## src/rtl/fifo_pop_packer.sv

```systemverilog
// fifo_pop_packer: pop-side drain stage for one FIFO channel, running on the FIFO pop clock.
// Pops bytes under flag control and packs four of them little-endian into a 32-bit valid/ready word.
module fifo_pop_packer #(
  parameter int BYTES_PER_WORD = 4,
  parameter int CNT_W          = 16
) (
  input  logic             Pop_Clk,
  input  logic             Pop_Rst_n,
  input  logic [3:0]       POP_FLAG,
  input  logic [7:0]       DOUT,
  output logic             POP,
  input  logic             Drain,
  output logic [31:0]      Word_Out,
  output logic [3:0]       Word_Be,
  output logic             Word_Valid,
  input  logic             Word_Ready,
  output logic [CNT_W-1:0] Word_Count
);

  localparam logic [2:0] FULL_CNT  = 3'(BYTES_PER_WORD);
  localparam logic [3:0] FULL_PEND = 4'(BYTES_PER_WORD);

  typedef enum logic [1:0] {
    ST_FILL  = 2'd0,
    ST_HOLD  = 2'd1,
    ST_FLUSH = 2'd2
  } state_t;

  state_t           state_q, state_d;
  logic [2:0]       count_q, count_d;
  logic [7:0]       lane_q [4];
  logic [7:0]       lane_d [4];
  logic             pop_q, pop_d;
  logic             cap_q, cap_d;
  logic [31:0]      word_q, word_d;
  logic [3:0]       be_q, be_d;
  logic             valid_q, valid_d;
  logic [CNT_W-1:0] wcnt_q, wcnt_d;

  logic             accept_s;
  logic             out_free_s;
  logic             flush_ok_s;
  logic             flag_ok_s;
  logic             room_s;
  logic [3:0]       pend_s;
  logic [31:0]      packed_s;

  function automatic logic [3:0] be_mask(input logic [2:0] n);
    logic [3:0] m;
    case (n)
      3'd1:    m = 4'h1;
      3'd2:    m = 4'h3;
      3'd3:    m = 4'h7;
      3'd4:    m = 4'hF;
      default: m = 4'h0;
    endcase
    return m;
  endfunction

  function automatic logic [31:0] be_bits(input logic [3:0] be);
    return {{8{be[3]}}, {8{be[2]}}, {8{be[1]}}, {8{be[0]}}};
  endfunction

  // Capture, word assembly, output register load and pop decision.
  always_comb begin
    state_d    = state_q;
    count_d    = count_q;
    lane_d     = lane_q;
    word_d     = word_q;
    be_d       = be_q;
    accept_s   = valid_q & Word_Ready;
    out_free_s = ~valid_q | Word_Ready;
    valid_d    = valid_q & ~Word_Ready;
    wcnt_d     = wcnt_q + {{(CNT_W-1){1'b0}}, accept_s};
    cap_d      = pop_q;
    flush_ok_s = 1'b0;
    flag_ok_s  = 1'b0;
    room_s     = 1'b0;
    pend_s     = 4'h0;
    packed_s   = 32'h0;

    if (cap_q) begin
      lane_d[count_q[1:0]] = DOUT;
      count_d = count_q + 3'd1;
    end else begin
      count_d = count_q;
    end

    packed_s   = {lane_d[3], lane_d[2], lane_d[1], lane_d[0]};
    flush_ok_s = (state_q == ST_FILL) & Drain & (POP_FLAG == 4'h0) & ~pop_q & ~cap_q
                 & (count_q != 3'd0) & out_free_s;

    case (state_q)
      ST_FILL, ST_HOLD: begin
        if (count_d == FULL_CNT) begin
          if (out_free_s) begin
            word_d  = packed_s;
            be_d    = 4'hF;
            valid_d = 1'b1;
            count_d = 3'd0;
            state_d = ST_FILL;
          end else begin
            state_d = ST_HOLD;
          end
        end else if (flush_ok_s) begin
          word_d  = packed_s & be_bits(be_mask(count_q));
          be_d    = be_mask(count_q);
          valid_d = 1'b1;
          count_d = 3'd0;
          state_d = ST_FLUSH;
        end else begin
          state_d = ST_FILL;
        end
      end
      ST_FLUSH: state_d = ST_FILL;
      default:  state_d = ST_FILL;
    endcase

    // The flag lags by a cycle, so a single entry must not be popped twice in a row.
    case (POP_FLAG)
      4'h0:    flag_ok_s = 1'b0;
      4'h1:    flag_ok_s = ~pop_q;
      default: flag_ok_s = 1'b1;
    endcase

    pend_s = {1'b0, count_d} + {3'b000, pop_q};
    if (pend_s < FULL_PEND) begin
      room_s = 1'b1;
    end else if ((pend_s == FULL_PEND) && !valid_d && (count_d != FULL_CNT)) begin
      room_s = 1'b1;
    end else begin
      room_s = 1'b0;
    end
    pop_d = flag_ok_s & room_s;
  end

  // State and datapath registers.
  always_ff @(posedge Pop_Clk or negedge Pop_Rst_n) begin
    if (!Pop_Rst_n) begin
      state_q <= ST_FILL;
      count_q <= 3'd0;
      for (int i = 0; i < 4; i++) begin
        lane_q[i] <= 8'h00;
      end
      pop_q   <= 1'b0;
      cap_q   <= 1'b0;
      word_q  <= 32'h0;
      be_q    <= 4'h0;
      valid_q <= 1'b0;
      wcnt_q  <= {CNT_W{1'b0}};
    end else begin
      state_q <= state_d;
      count_q <= count_d;
      lane_q  <= lane_d;
      pop_q   <= pop_d;
      cap_q   <= cap_d;
      word_q  <= word_d;
      be_q    <= be_d;
      valid_q <= valid_d;
      wcnt_q  <= wcnt_d;
    end
  end

  assign POP        = pop_q;
  assign Word_Out   = word_q;
  assign Word_Be    = be_q;
  assign Word_Valid = valid_q;
  assign Word_Count = wcnt_q;

endmodule

```

## config.mk

```make
export PLATFORM = sky130hd
export DESIGN_NAME = fifo_pop_packer
export DESIGN_NICKNAME = d
export VERILOG_FILES = /design/src/rtl/fifo_pop_packer.sv
export SDC_FILE = /design/constraint.sdc
export NUM_CORES = 1
export LEC_CHECK = 0
export ABC_CLOCK_PERIOD_IN_PS = 3300
export CORE_ASPECT_RATIO = 0.6
export CORE_MARGIN = 1.5
export CORE_UTILIZATION = 40
export DETAILED_ROUTE_END_ITERATION = 6
export HOLD_SLACK_MARGIN = 0.02
export PLACE_DENSITY = 0.62
export SLEW_MARGIN = 40
export SYNTH_ARGS = -nofsm -noshare
export SYNTH_HDL_FRONTEND = slang
export SYNTH_SLANG_ARGS = --single-unit
```

## constraint.sdc

```tcl
create_clock -name Pop_Clk -period 3.3 [get_ports Pop_Clk]
set_input_delay 0.99 -clock Pop_Clk [delete_from_list [all_inputs] [get_ports Pop_Clk]]
set_output_delay 0.99 -clock Pop_Clk [all_outputs]
set_load 0.01 [all_outputs]
```

==> impl_metrics.py, run 1 <==
metrics = {
    "outcome": {
        "status": "completed",
    },
    "synth": {
        "synthMuxAreaShare": 0.113,
        "yosysUniqueCellTypes": 42,
        "async_reset_ff_frac": 1.00,
        "synth_xor_area_frac": 0.0382,
        "synth_seq_area_share": 0.590,
        "synth-edff-count": 0,
        "syn_area_sq_um": 3900,
        "ys_seq_elements": 92,
        "synth_flop_cell": "dfrtp_1",
        "synth_nets": 337,
        "yosys.area_share.simple": 0.0825,
        "netlist_instances": 313,
        "synth_top_family_by_area": "multiplexers",
        "synth_fa_ha_area_frac": 0.0257,
        "synth_compound_area_frac": 0.103,
        "yosys_warnings": 0,
        "syn_avg_cell_area_sq_um": 12.5,
    },
    "power": {
        "p_leak_nw": 2.39,
        "vdd_drop_max_v": 0.000424,
        "power_density_nw_per_um2": 973,
    },
    "detailed_routing": {
        "post-route-drc-count": 0,
        "drt_wl_total_um": 8610,
        "dr.pass1.iters": 5,
        "vias_per_cell": 5.05,
        "drtIter0Drc": 153,
        "ant_nets": 0,
        "wl_per_cell_um": 16.4,
        "via_count": 2646,
    },
    "setup_path": {
        "crit_start": "Word_Ready",
        "r2r_slack_ps": 210,
        "cp_data_arrival_time_ps": 3400,
        "startpoint_type": "input port",
        "worst_setup_path_end_kind": "flop",
        "critical_path.max_stage_delay_ps": 470,
        "critPathMaxFanout": 2,
        "cp_data_required_time_ps": 3530,
        "crit_type": "input port to flop",
        "r2r_start": "count_q[0]$_DFF_PN0_",
        "worstPathCellList": "clkdlybuf4s50_1 > nor2b_1 > or4_4 > nor2_1 > nor2_1 > ha_1 > ha_1 > nor3_2 > mux2_2 > a221oi_2 > a311oi_1",
        "cpMaxStageDelayCell": "clkdlybuf4s50_1",
    },
    "clock_tree": {
        "cts_max_level": 3,
        "ctsResizeCount": 0,
        "cts.sink_count": 92,
        "clk_pin_slew_worst_paths_ps": 60,
        "postCtsSetupBuffers": 0,
        "cts-root-buf": "clkbuf_16",
        "clk_latency_ps": 340,
        "cts_made_buffers": 9,
        "clockBufferDepth": 2,
        "holdBufCountCts": 0,
        "cts_tree": "yes",
    },
    "timing": {
        "setup_tns_ps": 0,
        "fin_crit_sh": 0.961,
        "final_hold_viol_count": 0,
        "worst_hold_slack_ps": 483,
        "relSlewSlack": 0.480,
        "fmax_mhz": 315,
        "setup_viol": 0,
        "final.min_clock_period_ps": 3170,
        "tightest_slew_ps": 775,
        "rsz0062_at_grt": "no",
        "skew_ps": 5.77,
        "maxSlewViolCount": 0,
    },
    "placement": {
        "port_buffers": 69,
        "hpwlAfterDp_um": 5890,
        "post-place-cells": 508,
        "gp_congestion": 0.742,
    },
    "die": {
        "die_w_um": 130,
        "die_h_um": 79.5,
        "core_area_sq_um": 9320,
        "die-area_sq_um": 10400,
        "row_count": 27,
        "start_util": 0.418,
        "num_io_pins": 70,
    },
    "layout": {
        "areaGrowthSynthToFinish_pct": 31.5,
        "diodes": 0,
        "fin_nets": 413,
        "final_cells": 524,
        "drive_gt1_frac": 0.127,
    },
    "global_routing": {
        "grt_start_max_net_pins": 49,
        "grt_usage": 0.184,
        "antenna_found_initial": 0,
        "grt_pass1_vias": 2700,
        "overflow": 0,
        "grt_pass1_wl_um": 14200,
    },
    "worst_hold_path": {
        "hold_start": "Word_Count[15]$_DFF_PN0_",
        "hp-class": "flop to flop",
    },
    "flow_run": {
        "maxCapViolCount": 0,
    },
}
[area by class of cell]
cell class	count	area (sq um)
fillers	817	4200
flip-flops and latches	92	2300
multi-input cells	180	1420
repair buffers	76	753
clock buffers	10	239
well taps	130	163
clock inverters	6	134
inverters	30	113
[worst max-delay path: cells and delay by family]
kind	cells	cell delay, ps
mux	1	190
simple gates	5	930
compound gates	2	330
buf+inv	1	470
fa+ha+maj	2	490
[report_power, final]
| part | leakage [nW] | switching, mW | internal, mW | total [mW] |
|---|---|---|---|---|
| Sequential | 1.16 | 0.245 | 1.54 | 1.78 |
| Combinational | 1.06 | 0.989 | 0.950 | 1.94 |
| Clock | 0.183 | 0.425 | 0.839 | 1.26 |
[synthesized netlist by cell type, drive strengths merged, types with 2 or more instances]
cell / n / area share
mux2: 17 / 0.049
dfrtp: 92 / 0.59
a21oi: 7 / 0.0090
o2bb2ai: 16 / 0.036
o21ai: 14 / 0.018
xor2: 3 / 0.0067
nand4: 5 / 0.0080
nand3: 4 / 0.0051
mux2i: 25 / 0.064
nor2: 9 / 0.0087
and3: 7 / 0.011
clkbuf: 3 / 0.0029
and2: 3 / 0.0048
inv: 30 / 0.029
nor2b: 4 / 0.0064
or2: 2 / 0.0032
a221oi: 2 / 0.0045
a22o: 9 / 0.020
nor3: 3 / 0.0051
ha: 8 / 0.026
xnor2: 14 / 0.031
buf: 8 / 0.016
nand2: 15 / 0.017
[sequential cells by signal, indices dropped and copies added (netlist names)]
| register | flops |
|---|---|
| Word_Out | 32 |
| lane_q | 32 |
| Word_Count | 16 |
| Word_Be | 4 |
| count_q | 3 |
| state_q | 2 |
| POP | 1 |
| Word_Valid | 1 |
| cap_q | 1 |
[kinds of logic after synthesis]
logic type / after synthesis
flip-flops: 92
AND/OR/NAND/NOR: 58
AO/OA/AOI/OAI: 55
multiplexers: 42
buffers and inverters: 41
XOR/XNOR: 17
adder cells (fa/ha/maj): 8
[final timing paths]
check | endpoint | depth (start not counted)
hold / removal | Word_Count[15]$_DFF_PN0_ | 1
setup / recovery | POP$_DFF_PN0_ | 11
max in group asynchronous | lane_q[20]$_DFF_PN0_ | 2
setup reg to reg | POP$_DFF_PN0_ | 12
min in group asynchronous | cap_q$_DFF_PN0_ | 1
hold reg to reg | Word_Count[15]$_DFF_PN0_ | 1
[metal layers]
metal,part of all wire,track usage,vias up
li1,-,-,1241
met1,0.53,0.283,1324
met2,0.40,0.248,68
met3,0.054,0.0489,13
met4,0.013,0.0571,0
met5,0,0,-
[layout by cell type, fill, tap and decap left out, types with 4 or more instances in the layout]
master,Yosys,final
dfrtp_1,92,92
clkdlybuf4s50_1,0,68
inv_1,30,30
mux2i_1,25,25
mux2_2,17,17
o2bb2ai_1,16,16
xnor2_1,14,14
nand2_1,13,13
o21ai_0,12,12
nor2_1,9,9
a22o_1,9,9
clkbuf_16,0,9
ha_1,8,8
and3_1,7,7
a21oi_1,7,7
buf_4,1,7
nand4_1,5,5
nand3_1,4,4
nor2b_1,4,4
bufinv_16,0,4
[through the flow]
step	util	worst slack (ps)	power (mW)	cell area (sq um)
detailed placement	0.509	-283	3.70	4740
global placement	0.509	-115	3.62	4740
CTS	0.549	80.9	4.99	5120
finish	0.550	130	4.99	5130
global route	0.550	4.63	5.32	5130
floorplan	-	267	2.98	3900
Note: power is estimated with default switching activity, not from simulation.
==> run 2, diff against run 1 <==
--- a/config.mk
+++ b/config.mk
@@ -10,8 +10,9 @@
 export CORE_MARGIN = 1.5
 export CORE_UTILIZATION = 40
 export DETAILED_ROUTE_END_ITERATION = 6
+export GPL_TIMING_DRIVEN = 0
 export HOLD_SLACK_MARGIN = 0.02
-export PLACE_DENSITY = 0.62
+export PLACE_DENSITY = 0.66
 export SLEW_MARGIN = 40
 export SYNTH_ARGS = -nofsm -noshare
 export SYNTH_HDL_FRONTEND = slang
==> run 2 against run 1 <==
Fmax grew 3.4%. Die area is the same. Via count increased by 0.15%. Largest power group unchanged.
==> impl_metrics.py, run 2 (synthesis results as in run 1) <==
metrics = {
    "outcome": {
        "status": "completed",
    },
    "timing": {
        "setup_viol": 0,
        "maxSlewViolCount": 0,
        "final_hold_viol_count": 0,
        "final.min_clock_period_ps": 3070,
        "relSlewSlack": 0.506,
        "fmax_mhz": 326,
        "worst_hold_slack_ps": 460,
        "setup_tns_ps": 0,
        "skew_ps": 5.35,
        "fin_crit_sh": 0.929,
        "tightest_slew_ps": 736,
        "rsz0062_at_grt": "no",
    },
    "layout": {
        "fin_nets": 420,
        "utilization": 0.545,
        "fill_cells": 792,
        "final_area_sq_um": 5080,
        "areaGrowthSynthToFinish_pct": 30.2,
        "seqCellArea_sq_um": 2300,
        "final_common_cell": "dfrtp_1",
        "diodes": 0,
        "drive_gt1_frac": 0.131,
        "multi_input_area_sq_um": 1440,
        "mostFrequentLayoutCells": "dfrtp_1 (92), clkdlybuf4s50_1 (67), inv_1 (30)",
    },
    "die": {
        "start_util": 0.418,
        "die-area_sq_um": 10400,
        "core_area_sq_um": 9320,
        "row_count": 27,
        "num_io_pins": 70,
        "die_w_um": 130,
        "die_h_um": 79.5,
    },
    "setup_path": {
        "worstPathCellList": "clkdlybuf4s50_1 > nor4b_1 > nand2_1 > nor2_4 > nor2_1 > ha_2 > ha_1 > nor3_2 > buf_4 > nand3_1 > a311oi_1",
        "crit_type": "input port to flop",
        "critPathMaxFanout": 4,
        "worst_setup_path_end_kind": "flop",
        "cp_data_required_time_ps": 3540,
        "r2r_end": "POP$_DFF_PN0_",
        "startpoint_type": "input port",
        "r2r_slack_ps": 250,
        "r2r_start": "count_q[0]$_DFF_PN0_",
        "cpMaxStageDelayCell": "clkdlybuf4s50_1",
        "critical_path.max_stage_delay_ps": 410,
        "endpoint": "POP$_DFF_PN0_",
        "cp_data_arrival_time_ps": 3300,
        "reg2reg_depth": 12,
        "crit_start": "POP_FLAG[0]",
    },
    "clock_tree": {
        "cts_tree": "yes",
        "clk_latency_ps": 340,
        "cts_max_level": 3,
        "cts.sink_count": 92,
        "clk_pin_slew_worst_paths_ps": 60,
        "clockBufferDepth": 2,
        "cts-root-buf": "clkbuf_16",
        "holdBufCountCts": 0,
        "cts_made_buffers": 9,
    },
    "power": {
        "p_clk_frac": 0.196,
        "pwr-share-seq": 0.373,
        "pwr-share-comb": 0.431,
        "power_density_nw_per_um2": 928,
        "p_int_mw": 3.06,
        "vdd_drop_max_v": 0.000387,
        "switchingPower_mw": 1.66,
        "p_leak_nw": 2.37,
        "switching_share": 0.351,
    },
    "detailed_routing": {
        "ant_nets": 0,
        "vias_per_cell": 5.02,
        "dr.pass1.iters": 4,
        "drt_wl_total_um": 8840,
        "wl_per_cell_um": 16.7,
        "via_count": 2650,
        "post-route-drc-count": 0,
        "drtIter0Drc": 129,
    },
    "placement": {
        "gp_congestion": 0.812,
        "hpwlAfterDp_um": 6200,
        "port_buffers": 69,
        "dpl_cell_area_sq_um": 4780,
    },
    "global_routing": {
        "grt_pass1_vias": 2742,
        "grt_usage": 0.193,
        "antenna_found_initial": 0,
        "grt_pass1_wl_um": 14700,
        "grt_start_max_net_pins": 49,
        "overflow": 0,
    },
    "worst_hold_path": {
        "hp-class": "flop to flop",
    },
    "flow_run": {
        "maxCapViolCount": 0,
    },
}
==> run 2: power groups by stage <==
| stage | Clock, mW | Combinational [mW] | Sequential [mW] |
|---|---|---|---|
| floorplan | 0 | 1.18 | 1.80 |
| global placement | 0 | 1.90 | 1.76 |
| detailed placement | 0 | 1.96 | 1.78 |
| CTS | 0.945 | 2.00 | 1.76 |
| global route | 0.998 | 2.26 | 1.80 |
| finish | 0.925 | 2.03 | 1.76 |
==> run 2: cell type report <==
| class | instances | area share |
|---|---|---|
| Sequential cell | 92 | 0.453 |
| Multi-Input combinational cell | 180 | 0.283 |
| Clock buffer | 11 | 0.0478 |
| Inverter | 30 | 0.0222 |
| Tap cell | 130 | 0.0320 |
| Buffer | 11 | 0.0143 |
| Clock inverter | 2 | 0.00271 |
| Timing Repair Buffer | 72 | 0.145 |
==> run 2: worst min path at each step <==
| stage | startpoint | to | slack, ps | cells after the start |
|---|---|---|---|---|
| floorplan | lane_q[16]$_DFF_PN0_ | lane_q[16]$_DFF_PN0_ | 450 | 2 |
| global placement | POP$_DFF_PN0_ | cap_q$_DFF_PN0_ | 440 | 0 |
| detailed placement | POP$_DFF_PN0_ | cap_q$_DFF_PN0_ | 440 | 0 |
| CTS | POP$_DFF_PN0_ | cap_q$_DFF_PN0_ | 450 | 0 |
| global route | POP$_DFF_PN0_ | cap_q$_DFF_PN0_ | 480 | 0 |
| finish | POP$_DFF_PN0_ | cap_q$_DFF_PN0_ | 460 | 0 |
==> run 2: layer usage <==
layer / track usage / vias to the layer above / wire [um]
li1: - / 1255 / -
met1: 0.294 / 1312 / 4600
met2: 0.259 / 69 / 3650
met3: 0.0570 / 14 / 470
met4: 0.0626 / 0 / 121
met5: 0 / - / 0
==> run 2: stage by stage <==
| stage | power [mW] | setup WS (ps) | instances |
|---|---|---|---|
| detailed placement | 3.74 | -544 | 513 |
| CTS | 4.71 | 43.8 | 526 |
| finish | 4.71 | 234 | 528 |
| global placement | 3.66 | -2140 | 512 |
| floorplan | 2.98 | 267 | 313 |
| global route | 5.06 | 85.3 | 528 |
==> run 2: timing repair <==
item	CTS	global route
pin swaps	0	3
setup buffers	0	2
endpoints found under the setup margin	1	1
resized for setup	4	3
==> run 2: critical path, delay by kind of cell <==
family / cells / cell delay, ps
AOI/OAI and AO/OA: 1 / 280
adders and majority gates: 2 / 480
buffers and inverters: 2 / 550
and+or+nand+nor: 6 / 1000
==> run 3, diff against run 2 <==
--- a/config.mk
+++ b/config.mk
@@ -8,12 +8,12 @@
 export ABC_CLOCK_PERIOD_IN_PS = 3300
 export CORE_ASPECT_RATIO = 0.6
 export CORE_MARGIN = 1.5
-export CORE_UTILIZATION = 40
+export CORE_UTILIZATION = 52
 export DETAILED_ROUTE_END_ITERATION = 6
 export GPL_TIMING_DRIVEN = 0
 export HOLD_SLACK_MARGIN = 0.02
-export PLACE_DENSITY = 0.66
-export SLEW_MARGIN = 40
+export PLACE_DENSITY = 0.79
+export SLEW_MARGIN = 0
 export SYNTH_ARGS = -nofsm -noshare
 export SYNTH_HDL_FRONTEND = slang
 export SYNTH_SLANG_ARGS = --single-unit
==> run 3 against run 2 <==
Power rose by 5.3%. Critical path depth rose by 1. Cell area rose by 1.1%. Sequential cell count did not move. Setup slack improved by 20 ps. Sequential share of layout area fell by 0.50 points. Die area fell by 22%. Clock skew fell by 1.1 ps. Worst hold slack improved by 25 ps. Clock power rose by 29%. Sequential power barely moved. Register-to-register slack barely moved. Critical path type is now flop to flop. Largest cell class unchanged.
==> impl_metrics.py, run 3 (synthesis results as in run 1) <==
metrics = {
    "detailed_routing": {
        "post-route-drc-count": 0,
        "ant_nets": 0,
        "wl_per_cell_um": 17.2,
        "dr.pass1.iters": 4,
        "drtIter0Drc": 180,
        "drt_wl_total_um": 8670,
        "vias_per_cell": 5.38,
        "via_count": 2710,
    },
    "power": {
        "p_leak_nw": 2.41,
        "total_power_mw": 4.96,
        "vdd_drop_max_v": 0.000480,
        "power_density_nw_per_um2": 966,
    },
    "die": {
        "num_io_pins": 70,
        "die_h_um": 70.1,
        "die-area_sq_um": 8050,
        "die_w_um": 115,
        "row_count": 24,
        "core_area_sq_um": 7270,
        "start_util": 0.537,
    },
    "layout": {
        "final_area_sq_um": 5130,
        "areaGrowthSynthToFinish_pct": 31.7,
        "final_common_cell": "dfrtp_1",
        "seqCellArea_sq_um": 2300,
        "fin_nets": 419,
        "diodes": 0,
        "drive_gt1_frac": 0.138,
        "multi_input_area_sq_um": 1440,
        "fill_cells": 526,
        "mostFrequentLayoutCells": "dfrtp_1 (92), clkdlybuf4s50_1 (67), inv_1 (30)",
    },
    "global_routing": {
        "grt_usage": 0.233,
        "overflow": 0,
        "grt_start_max_net_pins": 62,
        "grt_pass1_wl_um": 14000,
        "antenna_found_initial": 0,
        "grt_pass1_vias": 2647,
    },
    "timing": {
        "setup_tns_ps": 0,
        "setup_slack_ps": 254,
        "fin_crit_sh": 0.923,
        "fmax_mhz": 328,
        "final_hold_viol_count": 0,
        "relSlewSlack": 0.470,
        "setup_viol": 0,
        "skew_ps": 4.23,
        "final.min_clock_period_ps": 3050,
        "tightest_slew_ps": 790,
        "maxSlewViolCount": 0,
        "rsz0062_at_grt": "no",
    },
    "setup_path": {
        "cp_data_arrival_time_ps": 3250,
        "critical_path.max_stage_delay_ps": 520,
        "path_buf_inv": 1,
        "r2r_slack_ps": 250,
        "cp_data_required_time_ps": 3500,
        "startpoint_type": "flop",
        "worst_setup_path_end_kind": "flop",
        "worstPathCellList": "inv_1 > ha_1 > nor2b_1 > or4_4 > nor2_4 > nor2_1 > ha_2 > ha_1 > nor3_2 > mux2_2 > a221oi_2 > a311oi_1",
        "critPathMaxFanout": 7,
        "crit_family": "simple AND/OR/NAND/NOR gates",
        "cpMaxStageDelayCell": "or4_4",
        "cp_common_cell": "ha_1",
        "crit_type": "flop to flop",
    },
    "clock_tree": {
        "clockBufferDepth": 2,
        "clk_pin_slew_worst_paths_ps": 60,
        "cts_tree": "yes",
        "cts_max_level": 3,
        "holdBufCountCts": 0,
        "cts.sink_count": 92,
        "clk_latency_ps": 340,
        "cts-root-buf": "clkbuf_16",
        "cts_made_buffers": 9,
    },
    "placement": {
        "gp_congestion": 0.840,
        "port_buffers": 69,
        "hpwlAfterDp_um": 5920,
        "dpl_cell_area_sq_um": 4750,
        "post-place-ws_ps": -485,
    },
    "worst_hold_path": {
        "hp-class": "flop to flop",
    },
    "outcome": {
        "status": "completed",
    },
    "flow_run": {
        "maxCapViolCount": 0,
    },
}
[run 3: changes by cell type in the layout (fill, tap and decap cells not counted)]
cell,delta
bufinv_16,+3
a221oi_1,-1
a221oi_2,+1
buf_6,-1
clkinv_2,-1
inv_6,+1
[run 3: worst paths after layout]
path	from	end	cells past startpoint
max	count_q[0]$_DFF_PN0_	POP$_DFF_PN0_	12
min	lane_q[25]$_DFF_PN0_	lane_q[25]$_DFF_PN0_	2
max reg2reg	count_q[0]$_DFF_PN0_	POP$_DFF_PN0_	12
min reg2reg	lane_q[25]$_DFF_PN0_	lane_q[25]$_DFF_PN0_	2
max in group asynchronous	Pop_Rst_n	Word_Out[30]$_DFFE_PN0P_	2
min in group asynchronous	Pop_Rst_n	Word_Count[10]$_DFF_PN0_	1
[run 3: through the flow]
| step | cells | utilization | hold WS (ps) |
|---|---|---|---|
| floorplan | 313 | - | 451 |
| global placement | 486 | 0.650 | 456 |
| detailed placement | 487 | 0.653 | 464 |
| CTS | 503 | 0.703 | 476 |
| global route | 504 | 0.707 | 500 |
| finish | 504 | 0.707 | 486 |
[run 3: per-layer routing]
| metal | up-vias | share of wire | track usage |
|---|---|---|---|
| li1 | 1263 | - | - |
| met1 | 1359 | 0.50 | 0.361 |
| met2 | 81 | 0.44 | 0.327 |
| met3 | 7 | 0.054 | 0.0608 |
| met4 | 0 | 0.0063 | 0.0617 |
| met5 | - | 0 | 0 |
[run 3: what timing repair did]
item | 4_1_cts | 5_1_grt
buffers inserted | 0 | 1
endpoints found under the setup margin | 1 | 1
resized for setup | 3 | 5
pin swaps | 0 | 3
[run 3: layout make-up]
type / count / area share
buffer: 11 / 0.0141
clock buffer: 11 / 0.0473
clock inverter: 5 / 0.0210
inverter: 30 / 0.0219
multi-input combinational: 180 / 0.281
sequential: 92 / 0.448
tap: 104 / 0.0253
timing repair buffer: 71 / 0.141
[run 3: report_power, final]
part,internal [mW],switching (mW),leakage (nW)
sequential,1.54,0.218,1.16
combinational,0.981,1.03,1.09
clock,0.765,0.425,0.170
[run 3: worst min-delay path: cells and delay by family (launching register included)]
family | cells | cell delay [ps]
flops | 1 | 320
buf+inv | 1 | 50
mux | 1 | 80
